File: config.mk
export PLATFORM = sky130hd
export DESIGN_NAME = regfile_mp_flat
export DESIGN_NICKNAME = d
export VERILOG_FILES = /design/src/rtl/regfile_pkg.sv /design/src/rtl/regfile_if.sv /design/src/rtl/regfile_clr_fsm.sv /design/src/rtl/regfile_mp.sv /design/src/flat_wrapper.sv
export SDC_FILE = /design/constraint.sdc
export NUM_CORES = 1
export LEC_CHECK = 0
export ABC_AREA = 0
export ABC_CLOCK_PERIOD_IN_PS = 7000
export CORE_ASPECT_RATIO = 1.25
export CORE_MARGIN = 2
export CORE_UTILIZATION = 40
export CTS_BUF_LIST = sky130_fd_sc_hd__clkbuf_8
export CTS_CLUSTER_SIZE = 16
export DETAILED_ROUTE_END_ITERATION = 16
export GPL_ROUTABILITY_DRIVEN = 0
export SLEW_MARGIN = 25
export SYNTH_ARGS = -nofsm -noshare
export SYNTH_HDL_FRONTEND = slang
export SYNTH_SLANG_ARGS = --single-unit
File: constraint.sdc
create_clock -name clock -period 7 [get_ports clock]
set_input_delay 1.75 -clock clock [delete_from_list [all_inputs] [get_ports clock]]
set_output_delay 1.75 -clock clock [all_outputs]
set_load 0.01 [all_outputs]
File: src/rtl/regfile_pkg.sv
// regfile_pkg: shared state encoding and default sizes for the multi-port register file
package regfile_pkg;
  typedef enum logic {RF_CLEAR, RF_RUN} rf_state_t;
  localparam int RF_DATA_W = 32;
  localparam int RF_ADDR_W = 5;
  localparam int RF_NUM_RD = 2;
endpackage

File: src/rtl/regfile_if.sv
// regfile_if: decode/writeback-facing bus of the register file
interface regfile_if #(
  parameter int DATA_W = regfile_pkg::RF_DATA_W,
  parameter int ADDR_W = regfile_pkg::RF_ADDR_W,
  parameter int NUM_RD = regfile_pkg::RF_NUM_RD
);
  logic                     regwrite;
  logic [ADDR_W-1:0]        wr;
  logic [DATA_W-1:0]        write_data;
  logic [NUM_RD*ADDR_W-1:0] rr;
  logic [NUM_RD*DATA_W-1:0] rdata;
  logic                     ready;
  modport master (output regwrite, wr, write_data, rr, input rdata, ready);
  modport slave (input regwrite, wr, write_data, rr, output rdata, ready);
endinterface

File: src/rtl/regfile_clr_fsm.sv
// regfile_clr_fsm: post-reset clear sequencer that walks every register once, then raises ready
module regfile_clr_fsm #(
  parameter int ADDR_W = regfile_pkg::RF_ADDR_W
) (
  input  logic              clock,
  input  logic              reset,
  output logic              clr_we_o,
  output logic [ADDR_W-1:0] clr_addr_o,
  output logic              ready_o
);
  import regfile_pkg::*;
  rf_state_t         state_q, state_d;
  logic [ADDR_W-1:0] clr_idx_q, clr_idx_d;
  // state and clear index; reset restarts the sweep from register 0
  always_ff @(posedge clock) begin
    if (reset) begin
      state_q   <= RF_CLEAR;
      clr_idx_q <= '0;
    end else begin
      state_q   <= state_d;
      clr_idx_q <= clr_idx_d;
    end
  end
  // leave CLEAR on the cycle that clears the last register, so the index never wraps in use
  always_comb begin
    state_d   = (state_q == RF_CLEAR && clr_idx_q == '1) ? RF_RUN : state_q;
    clr_idx_d = (state_q == RF_CLEAR) ? clr_idx_q + ADDR_W'(1) : clr_idx_q;
  end
  // clear strobe and ready are pure functions of the current state
  always_comb begin
    clr_we_o   = state_q == RF_CLEAR;
    clr_addr_o = clr_idx_q;
    ready_o    = state_q == RF_RUN;
  end
endmodule

File: src/rtl/regfile_mp.sv
// regfile_mp: multi-read-port register file with hardware clear; REGFILE_BYPASS_EN enables write-to-read forwarding
module regfile_mp #(
  parameter int DATA_W   = regfile_pkg::RF_DATA_W,
  parameter int ADDR_W   = regfile_pkg::RF_ADDR_W,
  parameter int NUM_RD   = regfile_pkg::RF_NUM_RD,
  parameter int ZERO_REG = 1
) (
  input logic      clock,
  input logic      reset,
  regfile_if.slave bus
);
  localparam int DEPTH = 2 ** ADDR_W;
  logic [DATA_W-1:0] mem_q [DEPTH];
  logic              clr_we;
  logic [ADDR_W-1:0] clr_addr;
  logic              ready;
  logic              wr_en;
  regfile_clr_fsm #(.ADDR_W(ADDR_W)) u_clr (
    .clock      (clock),
    .reset      (reset),
    .clr_we_o   (clr_we),
    .clr_addr_o (clr_addr),
    .ready_o    (ready)
  );
  assign bus.ready = ready;
  // writes are dropped outside RUN and, with a hardwired zero, to register 0
  always_comb wr_en = ready && bus.regwrite && !(ZERO_REG != 0 && bus.wr == '0);
  // storage: the clear sweep owns the array until RUN
  always_ff @(posedge clock) begin
    if (clr_we) mem_q[clr_addr] <= '0;
    else if (wr_en) mem_q[bus.wr] <= bus.write_data;
  end
  for (genvar k = 0; k < NUM_RD; k++) begin : g_rd
    logic [ADDR_W-1:0] ra;
    assign ra = bus.rr[k*ADDR_W +: ADDR_W];
`ifdef REGFILE_BYPASS_EN
    assign bus.rdata[k*DATA_W +: DATA_W] = (!ready || (ZERO_REG != 0 && ra == '0)) ? '0 :
                                           (wr_en && bus.wr == ra) ? bus.write_data : mem_q[ra];
`else
    assign bus.rdata[k*DATA_W +: DATA_W] = (!ready || (ZERO_REG != 0 && ra == '0)) ? '0 : mem_q[ra];
`endif
  end
endmodule

File: src/flat_wrapper.sv
// flat-port wrapper written by rule: the top's interface ports become plain ports
module regfile_mp_flat 
#(
  parameter int DATA_W   = regfile_pkg::RF_DATA_W,
  parameter int ADDR_W   = regfile_pkg::RF_ADDR_W,
  parameter int NUM_RD   = regfile_pkg::RF_NUM_RD,
  parameter int ZERO_REG = 1
)
  (clock, reset, bus_regwrite, bus_wr, bus_write_data, bus_rr, bus_rdata, bus_ready);
  regfile_if #(.DATA_W(DATA_W), .ADDR_W(ADDR_W), .NUM_RD(NUM_RD)) bus_i ();
  input logic clock;
  input logic reset;
  input wire logic [$bits(bus_i.regwrite)-1:0] bus_regwrite;
  input wire logic [$bits(bus_i.wr)-1:0] bus_wr;
  input wire logic [$bits(bus_i.write_data)-1:0] bus_write_data;
  input wire logic [$bits(bus_i.rr)-1:0] bus_rr;
  output wire logic [$bits(bus_i.rdata)-1:0] bus_rdata;
  output wire logic [$bits(bus_i.ready)-1:0] bus_ready;
  assign bus_i.regwrite = bus_regwrite;
  assign bus_i.wr = bus_wr;
  assign bus_i.write_data = bus_write_data;
  assign bus_i.rr = bus_rr;
  assign bus_rdata = bus_i.rdata;
  assign bus_ready = bus_i.ready;
  regfile_mp #(.DATA_W(DATA_W), .ADDR_W(ADDR_W), .NUM_RD(NUM_RD), .ZERO_REG(ZERO_REG)) u_core (.clock(clock), .reset(reset), .bus(bus_i));
endmodule
==> flow_summary_export.csv, run 1 <==
group,metric,value,unit
outcome,run_status,"finished clean",
logic_synthesis,synthCells,2350,
logic_synthesis,synthArstFlopShare,0,
cells_and_area,drive_gt1_frac,0.332,
drt,vias_per_cell,6.60,
cells_and_area,instances_no_fill,4296,
critical_path,r2r_cells,5,
timing,max_slew_margin,0.305,
logic_synthesis,yosysWarnings,0,
min_path,hp-class,"flip-flop to flip-flop",
power,p_per_area,232,nW/µm²
logic_synthesis,seq_area_frac_synth,0.646,
clocking,cts_buffer_depth,3,
drt,wl_per_cell,36.2,µm
die,die_x,313,µm
min_path,whs_endpoint,"u_core.u_clr.clr_addr_o[1]",
logic_synthesis,yosysTopAreaCell,"edfxtp_1",
flow_run,maxCapViolations,0,
logic_synthesis,synth_edf_count,1024,
critical_path,worstReg2RegEnd,"u_core.mem_q[14][29]",
logic_synthesis,synth_seq_cells,1030,
die,fp-row-count,141,
grt,grt_remaining_overflow,0,
timing,final-hold-violation-count,0,
cells_and_area,area_growth,14.5,%
critical_path,start_kind,"input port",
cells_and_area,final_common_cell,"edfxtp_1",
grt,grt_pass1_vias,29200,
grt,grt_max_degree,67,
die,fp.dieH,390,µm
clocking,cts_max_level,4,
drt,wirelength,156000,µm
grt,gr-max-usage-layer,"met2",
die,fp.dieArea,122000,µm²
cells_and_area,multiInputGateArea,16100,µm²
grt,grt_first_pass_wirelength,218000,µm
die,ios,115,
critical_path,regToRegSetupSlack,3340,ps
place,dp.cells,3985,
grt,use_met3,0.0632,
logic_synthesis,syn-num-nets,2402,
clocking,cts_tree,"yes",
critical_path,worstSetupEndpointType,"output port",
grt,antenna_found_initial,3,
logic_synthesis,synth.area.top_cells,"edfxtp_1 64%, mux4_2 21%, mux2i_1 5.4%",
critical_path,rr_startpoint,"u_core.u_clr.ready_o",
logic_synthesis,syn_area,47800,µm²
timing,slew_violations,0,
drt,drt_first_pass_iters,6,
clocking,clockRootBuffer,"clkbuf_8",
critical_path,critical_path_class,"input port to output port",
grt,grt_use_met1,0.334,
drt,drtIter0Drc,3687,
grt,track_usage,0.253,
logic_synthesis,avgSynthCellArea,20.3,µm²
die,start_util,0.403,
timing,worst_pin_slew,1040,ps
cells_and_area,ff_latch_area,30900,µm²
clocking,cts.sink_count,1030,
clocking,cts_resized,0,
clocking,postCtsSetupBuffers,0,
critical_path,worst_ep_arrival_time,4960,ps
cells_and_area,final_cell_mix,"1024 x edfxtp_1, 449 x mux4_2, 256 x mux2i_1, 174 x clkbuf_8, 109 x buf_4",
logic_synthesis,yosys_most_used_dff,"edfxtp_1",
drt,drc_errors,0,
timing,min_period,6710,ps
drt,vias,28300,
grt,met2_usage,0.404,
clocking,clk_latency,900,ps
power,irDropWorstVdd,0.172,mV
clocking,cts-hold-fix-buffers,0,
critical_path,cp.required,5250,ps
logic_synthesis,synth.distinct_cells,53,
drt,final_antenna_net_count,0,
cells_and_area,fillers,9852,
timing,max_freq,0.149,GHz
min_path,min_path_cells,2,
min_path,min-delay-start,"u_core.u_clr.clr_addr_o[1]",
timing,finalSetupViolations,0,
critical_path,critical_path.max_fanout,17,
timing,final.setup_skew,46.8,ps
timing,finalCritPeriodShare,0.959,
logic_synthesis,yosys.area.top_type_share,0.644,
clocking,clk_pin_slew,60,ps
die,coreArea,118000,µm²
clocking,cts_buffers,171,
place,port_buffers,114,
cells_and_area,fin_nets,2639,
place,dpl.hpwl,87700,µm
power,p_leak,16.7,nW
timing,rsz0062_at_grt,"false",
timing,fin_setup_tns,0,ps
-- worst max path at each step --
stage | start | end | slack (ps) | cells after the start
5_1_grt | bus_rr[3] | bus_rdata[0] | 220 | 8
2_1_floorplan | bus_wr[4] | u_core.mem_q[11][0] | 850 | 4
6_report | bus_rr[3] | bus_rdata[0] | 290 | 8
3_5_place_dp | bus_rr[0] | bus_rdata[5] | 280 | 8
4_1_cts | bus_rr[0] | bus_rdata[5] | 270 | 8
3_3_place_gp | bus_rr[0] | bus_rdata[5] | 270 | 8
-- cell families (layout without fill, tap and decap cells) --
group | count (synthesis) | count (layout) | synth area share
adder cells (fa/ha/maj) | 2 | 2 | 0.000524
AND/OR/NAND/NOR | 107 | 107 | 0.0125
buffers and inverters | 199 | 570 | 0.0226
XOR/XNOR | 3 | 3 | 0.000550
multiplexers | 705 | 705 | 0.265
flip-flops | 1030 | 1030 | 0.646
other | 0 | 2 | 0
AO/OA/AOI/OAI | 304 | 304 | 0.0522
-- sequential cells by signal (all words and copies together) (netlist names) --
| name | cells |
|---|---|
| u_core.u_clr.ready_o | 1 |
| u_core.mem_q | 1024 |
| u_core.u_clr.clr_addr_o | 5 |
-- critical path, cell delays in order --
cell and delay, ps:
clkdlybuf4s50_1 610, nor2b_4 690, buf_12 260, a22o_1 180, a2111oi_0 70, a211oi_1 600, buf_4 260, clkdlybuf4s50_1 540
-- Yosys cell counts (3+ instances only) --
master     instances
a2111oi_0         12
a2111oi_2         19
a211oi_1          29
a21oi_1           35
a22o_1            31
a22oi_1           36
and2_1            33
and3_1             3
buf_1             13
buf_2             73
buf_4             15
buf_6             21
clkbuf_1          68
dfxtp_1            6
edfxtp_1        1024
inv_1              7
mux2i_1          256
mux4_2           449
nand2_1            4
nand3_1            4
nand3b_1           4
nor2_1            21
nor2b_1            3
nor3_1            19
nor3b_1            3
nor4_1             5
o221ai_1          63
o22a_1            32
o22ai_1           32
o32a_1             3
-- routing by layer --
layer	up-vias	share of wire
met5	-	0
met4	0	0.037
met3	342	0.096
met2	1790	0.48
met1	15300	0.39
li1	10900	-
-- layout make-up --
cell class,instances,share of cell area
clock buffers,174,0.0438
clock inverters,133,0.0128
well taps,1573,0.0360
inverters,7,0.000480
diodes,2,0.0000915
flip-flops and latches,1030,0.564
repair buffers,256,0.0483
multi-input cells,1121,0.294
-- metrics by stage --
step | util | hold WS, ps | power (mW) | area (µm²) | worst slack [ps]
CTS | 0.462 | 599 | 12.8 | 54600 | 275
detailed placement | 0.435 | 589 | 7.86 | 51600 | 280
finish | 0.462 | 596 | 12.7 | 54700 | 285
global route | 0.462 | 653 | 13.1 | 54700 | 221
floorplan | - | 544 | 7.54 | 47800 | 846
global placement | 0.435 | 583 | 7.85 | 51500 | 266
-- report_power, final --
group	switching [mW]	total [mW]	internal (mW)
Sequential	0.0342	6.80	6.77
Clock	2.50	4.97	2.47
Combinational	0.524	0.940	0.416
Power figures use the tool's default switching activity.
==> run 2, diff against run 1 <==
--- a/config.mk
+++ b/config.mk
@@ -9,2 +9,4 @@
 export ABC_CLOCK_PERIOD_IN_PS = 7000
+export CELL_PAD_IN_SITES_DETAIL_PLACEMENT = 1
+export CELL_PAD_IN_SITES_GLOBAL_PLACEMENT = 1
 export CORE_ASPECT_RATIO = 1.25
@@ -12,3 +14,2 @@
 export CORE_UTILIZATION = 40
-export CTS_BUF_LIST = sky130_fd_sc_hd__clkbuf_8
 export CTS_CLUSTER_SIZE = 16
@@ -16,2 +17,3 @@
 export GPL_ROUTABILITY_DRIVEN = 0
+export PLACE_DENSITY_LB_ADDON = 0.1
 export SLEW_MARGIN = 25
--- a/constraint.sdc
+++ b/constraint.sdc
@@ -3,2 +3,2 @@
 set_output_delay 1.75 -clock clock [all_outputs]
-set_load 0.01 [all_outputs]
+set_load 0.1 [all_outputs]
==> run 2 against run 1 <==
Utilization increased by 1.1 points. Worst setup slack better by 220 ps. Non-clock buffer count rose by 12. Clock power rose by 19%. Register-to-register slack better by 30 ps. Global-route usage up 1.9 points. Combinational power barely moved. Critical path depth down 1. Fmax is 3.4% higher. Hold slack better by 21 ps. Largest cell class unchanged. Highest routed layer unchanged.
==> flow_summary_export.csv, run 2 (same netlist as run 1, synthesis figures left out) <==
group,metric,value,unit
critical_path,worstSetupEndpointType,"output port",
cells_and_area,area_growth,17.2,%
critical_path,cpMostUsedCell,"buf_4",
flow_run,maxCapViolations,0,
die,start_util,0.403,
cells_and_area,ff_latch_area,30900,µm²
power,p_total,13.6,mW
critical_path,worst_ep_arrival_time,4740,ps
timing,worst_slack,509,ps
clocking,postCtsSetupBuffers,0,
grt,antenna_found_initial,0,
drt,final_antenna_net_count,0,
critical_path,path_cells,"clkdlybuf4s50_1 > buf_4 > nor2b_4 > buf_4 > a22oi_1 > a211oi_1 > buf_12",
min_path,hp-class,"flip-flop to flip-flop",
critical_path,slowest_stage,"a211oi_1",
cells_and_area,diodes,0,
cells_and_area,final_util,0.473,
place,dpl.hpwl,97900,µm
grt,track_usage,0.271,
cells_and_area,design_area,56000,µm²
timing,hold_ws,617,ps
clocking,cts-hold-fix-buffers,0,
grt,grt_max_degree,61,
clocking,cts_buffer_depth,3,
timing,max_freq,0.154,GHz
critical_path,critical_path_class,"input port to output port",
clocking,cts_buffers,109,
place,dpl_cell_area,52300,µm²
cells_and_area,multiInputGateArea,16100,µm²
clocking,clk_pin_slew,60,ps
critical_path,critical_path.max_fanout,12,
die,die_x,313,µm
power,irDropWorstVdd,0.204,mV
cells_and_area,instances_no_fill,4202,
die,fp.dieArea,122000,µm²
clocking,cts_max_level,3,
cells_and_area,fillers,10600,
die,coreArea,118000,µm²
clocking,cts.sink_count,1030,
critical_path,start_kind,"input port",
die,ios,115,
drt,drt_first_pass_iters,5,
timing,worst_pin_slew,1140,ps
timing,finalCritPeriodShare,0.927,
clocking,cts_resized,0,
cells_and_area,fin_nets,2589,
cells_and_area,top_register,"u_core.mem_q",
timing,min_period,6490,ps
critical_path,critPathBufInv,4,
power,p_per_area,243,nW/µm²
drt,wirelength,165000,µm
timing,rsz0062_at_grt,"false",
outcome,run_status,"finished clean",
cells_and_area,final_common_cell,"edfxtp_1",
cells_and_area,final_cell_mix,"1024 x edfxtp_1, 449 x mux4_2, 256 x mux2i_1, 116 x buf_4, 111 x clkbuf_16",
clocking,clockRootBuffer,"clkbuf_16",
critical_path,cp.required,5250,ps
place,port_buffers,114,
grt,grt_first_pass_wirelength,232000,µm
clocking,clk_latency,720,ps
die,fp-row-count,141,
critical_path,max_stage_delay,890,ps
timing,finalSetupViolations,0,
drt,drc_errors,0,
timing,fin_setup_tns,0,ps
clocking,cts_tree,"yes",
timing,final-hold-violation-count,0,
critical_path,cp_top_family,"buffers and inverters",
drt,wl_per_cell,39.3,µm
power,p_leak,17.1,nW
cells_and_area,largest_reg_flops,1024,
timing,slew_violations,0,
drt,vias,27400,
drt,drtIter0Drc,2674,
drt,vias_per_cell,6.51,
cells_and_area,drive_gt1_frac,0.352,
place,pre_cts_ws,498,ps
grt,grt_remaining_overflow,0,
timing,max_slew_margin,0.238,
grt,grt_pass1_vias,29400,
place,dp.cells,3996,
die,fp.dieH,390,µm
timing,final.setup_skew,24.6,ps
run 2: final cells by class:
class / instances / share of cell area
Clock buffer: 132 / 0.0510
Clock inverter: 71 / 0.0127
Inverter: 7 / 0.000469
Multi-Input combinational cell: 1121 / 0.288
Sequential cell: 1030 / 0.551
Tap cell: 1573 / 0.0352
Timing Repair Buffer: 268 / 0.0613
run 2: per-layer routing:
metal  wire length, µm  global-route usage  part of all wire
met5                 0                   0                 0
met2             84000               0.463              0.51
met3              9710              0.0362             0.059
met4              4950              0.0843             0.030
met1             66600               0.362              0.40
run 2: worst register-to-register path: cells and delay by family (launching register included):
family,cells,cell delay (ps)
flops,1,820
simple gates,2,860
buf+inv,1,630
compound gates,2,890
run 2: path summary, 6_finish.rpt:
path / cells past startpoint / slack (ps) / startpoint / endpoint
min: 2 / 620 / u_core.u_clr.clr_addr_o[1] / u_core.u_clr.clr_addr_o[1]
min reg2reg: 2 / 620 / u_core.u_clr.clr_addr_o[1] / u_core.u_clr.clr_addr_o[1]
max reg2reg: 5 / 3370 / u_core.u_clr.ready_o / u_core.mem_q[2][18]
max: 7 / 510 / bus_rr[3] / bus_rdata[7]
run 2: where the power goes:
| group | internal, mW | switching (mW) | total, mW |
|---|---|---|---|
| Combinational | 0.411 | 0.525 | 0.937 |
| Sequential | 6.76 | 0.0357 | 6.80 |
| Clock | 3.38 | 2.51 | 5.89 |
| Total | 10.6 | 3.07 | 13.6 |
==> run 3, diff against run 2 <==
ABC_CLOCK_PERIOD_IN_PS = 5700   (was 7000)
clock period = 5.7 ns   (was 7 ns; I/O delays follow)
==> run 3 against run 2 <==
Worst setup slack worse by 410 ps. Sequential share of layout area decreased by 0.35 points. Critical path type unchanged. Register-to-register slack got worse by 1400 ps.
==> flow_summary_export.csv, run 3 (same netlist as run 1, synthesis figures left out) <==
group,metric,value,unit
die,fp.dieH,390,µm
drt,wl_per_cell,38.8,µm
clocking,cts_buffers,106,
power,p_per_area,289,nW/µm²
cells_and_area,fin_nets,2622,
power,power.share.switching,0.226,
critical_path,cp.required,4280,ps
die,start_util,0.403,
timing,max_slew_margin,0.329,
power,seqPwrFrac,0.513,
grt,track_usage,0.269,
timing,worst_pin_slew,1010,ps
grt,use_met3,0.0336,
power,pwr-share-clk,0.413,
critical_path,critical_path.max_fanout,10,
drt,drtIter0Drc,2759,
grt,grt_max_degree,93,
timing,slew_violations,0,
clocking,cts.sink_count,1030,
clocking,clk_latency,700,ps
timing,min_period,5600,ps
clocking,cts_tree,"yes",
power,p_comb_frac,0.074,
critical_path,worst_ep_arrival_time,4180,ps
drt,drt_first_pass_iters,5,
clocking,cts_buffer_depth,3,
place,pre_cts_ws,-27.2,ps
timing,hold_ws,631,ps
timing,finalCritPeriodShare,0.983,
die,ios,115,
clocking,clk_pin_slew,60,ps
clocking,cts-hold-fix-buffers,0,
drt,vias_per_cell,6.46,
flow_run,maxCapViolations,0,
clocking,postCtsSetupBuffers,0,
place,port_buffers,114,
cells_and_area,final_common_cell,"edfxtp_1",
drt,drc_errors,0,
min_path,hp-class,"flip-flop to flip-flop",
timing,max_freq,0.178,GHz
cells_and_area,top_register,"u_core.mem_q",
drt,wirelength,164000,µm
critical_path,cp_top_family,"buffers and inverters",
cells_and_area,design_area,56300,µm²
grt,antenna_found_initial,2,
die,coreArea,118000,µm²
critical_path,worstSetupEndpointType,"output port",
cells_and_area,area_growth,18.0,%
cells_and_area,final_cell_mix,"1024 x edfxtp_1, 449 x mux4_2, 256 x mux2i_1, 131 x buf_4, 123 x buf_12",
power,irDropWorstVdd,0.239,mV
critical_path,path_cells,"clkdlybuf4s50_1 > or3b_4 > buf_12 > o22ai_1 > a2111oi_1 > buf_4 > a211oi_2 > buf_4 > buf_12",
grt,grt_use_met1,0.364,
grt,grt_pass1_vias,29100,
critical_path,slowest_stage,"clkdlybuf4s50_1",
power,switchingPower,3.68,mW
timing,final-hold-violation-count,0,
power,intPower,12.6,mW
cells_and_area,largest_reg_flops,1024,
cells_and_area,diodes,0,
outcome,run_status,"finished clean",
cells_and_area,drive_gt1_frac,0.365,
timing,rsz0062_at_grt,"false",
critical_path,critPathBufInv,5,
die,fp-row-count,141,
die,fp.dieArea,122000,µm²
power,p_leak,17.2,nW
grt,met2_usage,0.456,
drt,final_antenna_net_count,0,
drt,vias,27300,
timing,finalSetupViolations,0,
clocking,clockRootBuffer,"clkbuf_16",
critical_path,critical_path_class,"input port to output port",
critical_path,max_stage_delay,800,ps
clocking,cts_max_level,3,
die,die_x,313,µm
grt,grt_first_pass_wirelength,231000,µm
place,dpl_cell_area,53000,µm²
grt,gr-max-usage-layer,"met2",
critical_path,start_kind,"input port",
cells_and_area,final_util,0.476,
grt,grt_remaining_overflow,0,
timing,final.setup_skew,27.3,ps
place,dpl.hpwl,96600,µm
timing,worst_slack,95.2,ps
[run 3: final timing paths]
kind | startpoint | endpoint | slack, ps | cells past startpoint
setup / recovery | bus_rr[3] | bus_rdata[1] | 100 | 9
setup reg to reg | u_core.u_clr.ready_o | u_core.mem_q[30][9] | 1940 | 6
hold / removal | u_core.u_clr.clr_addr_o[1] | u_core.u_clr.clr_addr_o[1] | 630 | 2
hold reg to reg | u_core.u_clr.clr_addr_o[1] | u_core.u_clr.clr_addr_o[1] | 630 | 2
[run 3: area by class of cell]
type / count / area [µm²]
Timing Repair Buffer: 304 / 3970
Tap cell: 1573 / 1970
Fill cell: 10600 / 62000
Clock inverter: 60 / 464
Clock buffer: 129 / 2780
Multi-Input combinational cell: 1121 / 16300
Sequential cell: 1030 / 30900
Inverter: 7 / 26.3
[run 3: per-layer routing]
metal | wire length, µm | up-vias
met5 | 0 | -
met4 | 4760 | 0
met3 | 9090 | 220
met2 | 82500 | 1008
met1 | 67300 | 15300
li1 | - | 10800
[run 3: power groups by stage]
stage / Sequential [mW] / Combinational [mW] / Clock (mW)
after floorplan: 8.49 / 0.772 / 0
after global routing: 8.35 / 1.27 / 7.06
after CTS: 8.35 / 1.22 / 6.82
after detailed placement: 8.51 / 1.21 / 0
final: 8.35 / 1.21 / 6.72
after global placement: 8.50 / 1.20 / 0
[run 3: tightest hold or removal path: stages, from the launching register on]
cell and delay (ps):
dfxtp_1 370, mux2i_1 160, nor2_1 50
[run 3: through the flow]
step,std cells,power [mW],setup TNS [ps]
floorplan,2350,9.27,-16460
global placement,4031,9.70,-25.9
detailed placement,4032,9.72,-27.2
CTS,4221,16.4,0
global route,4224,16.7,0
finish,4224,16.3,0
[run 3: timing repair]
| action | 4_1_cts | 5_1_grt |
|---|---|---|
| setup endpoints to repair | 1 | 1 |
| cloned | 0 | 0 |
| gates resized for setup | 1 | 1 |
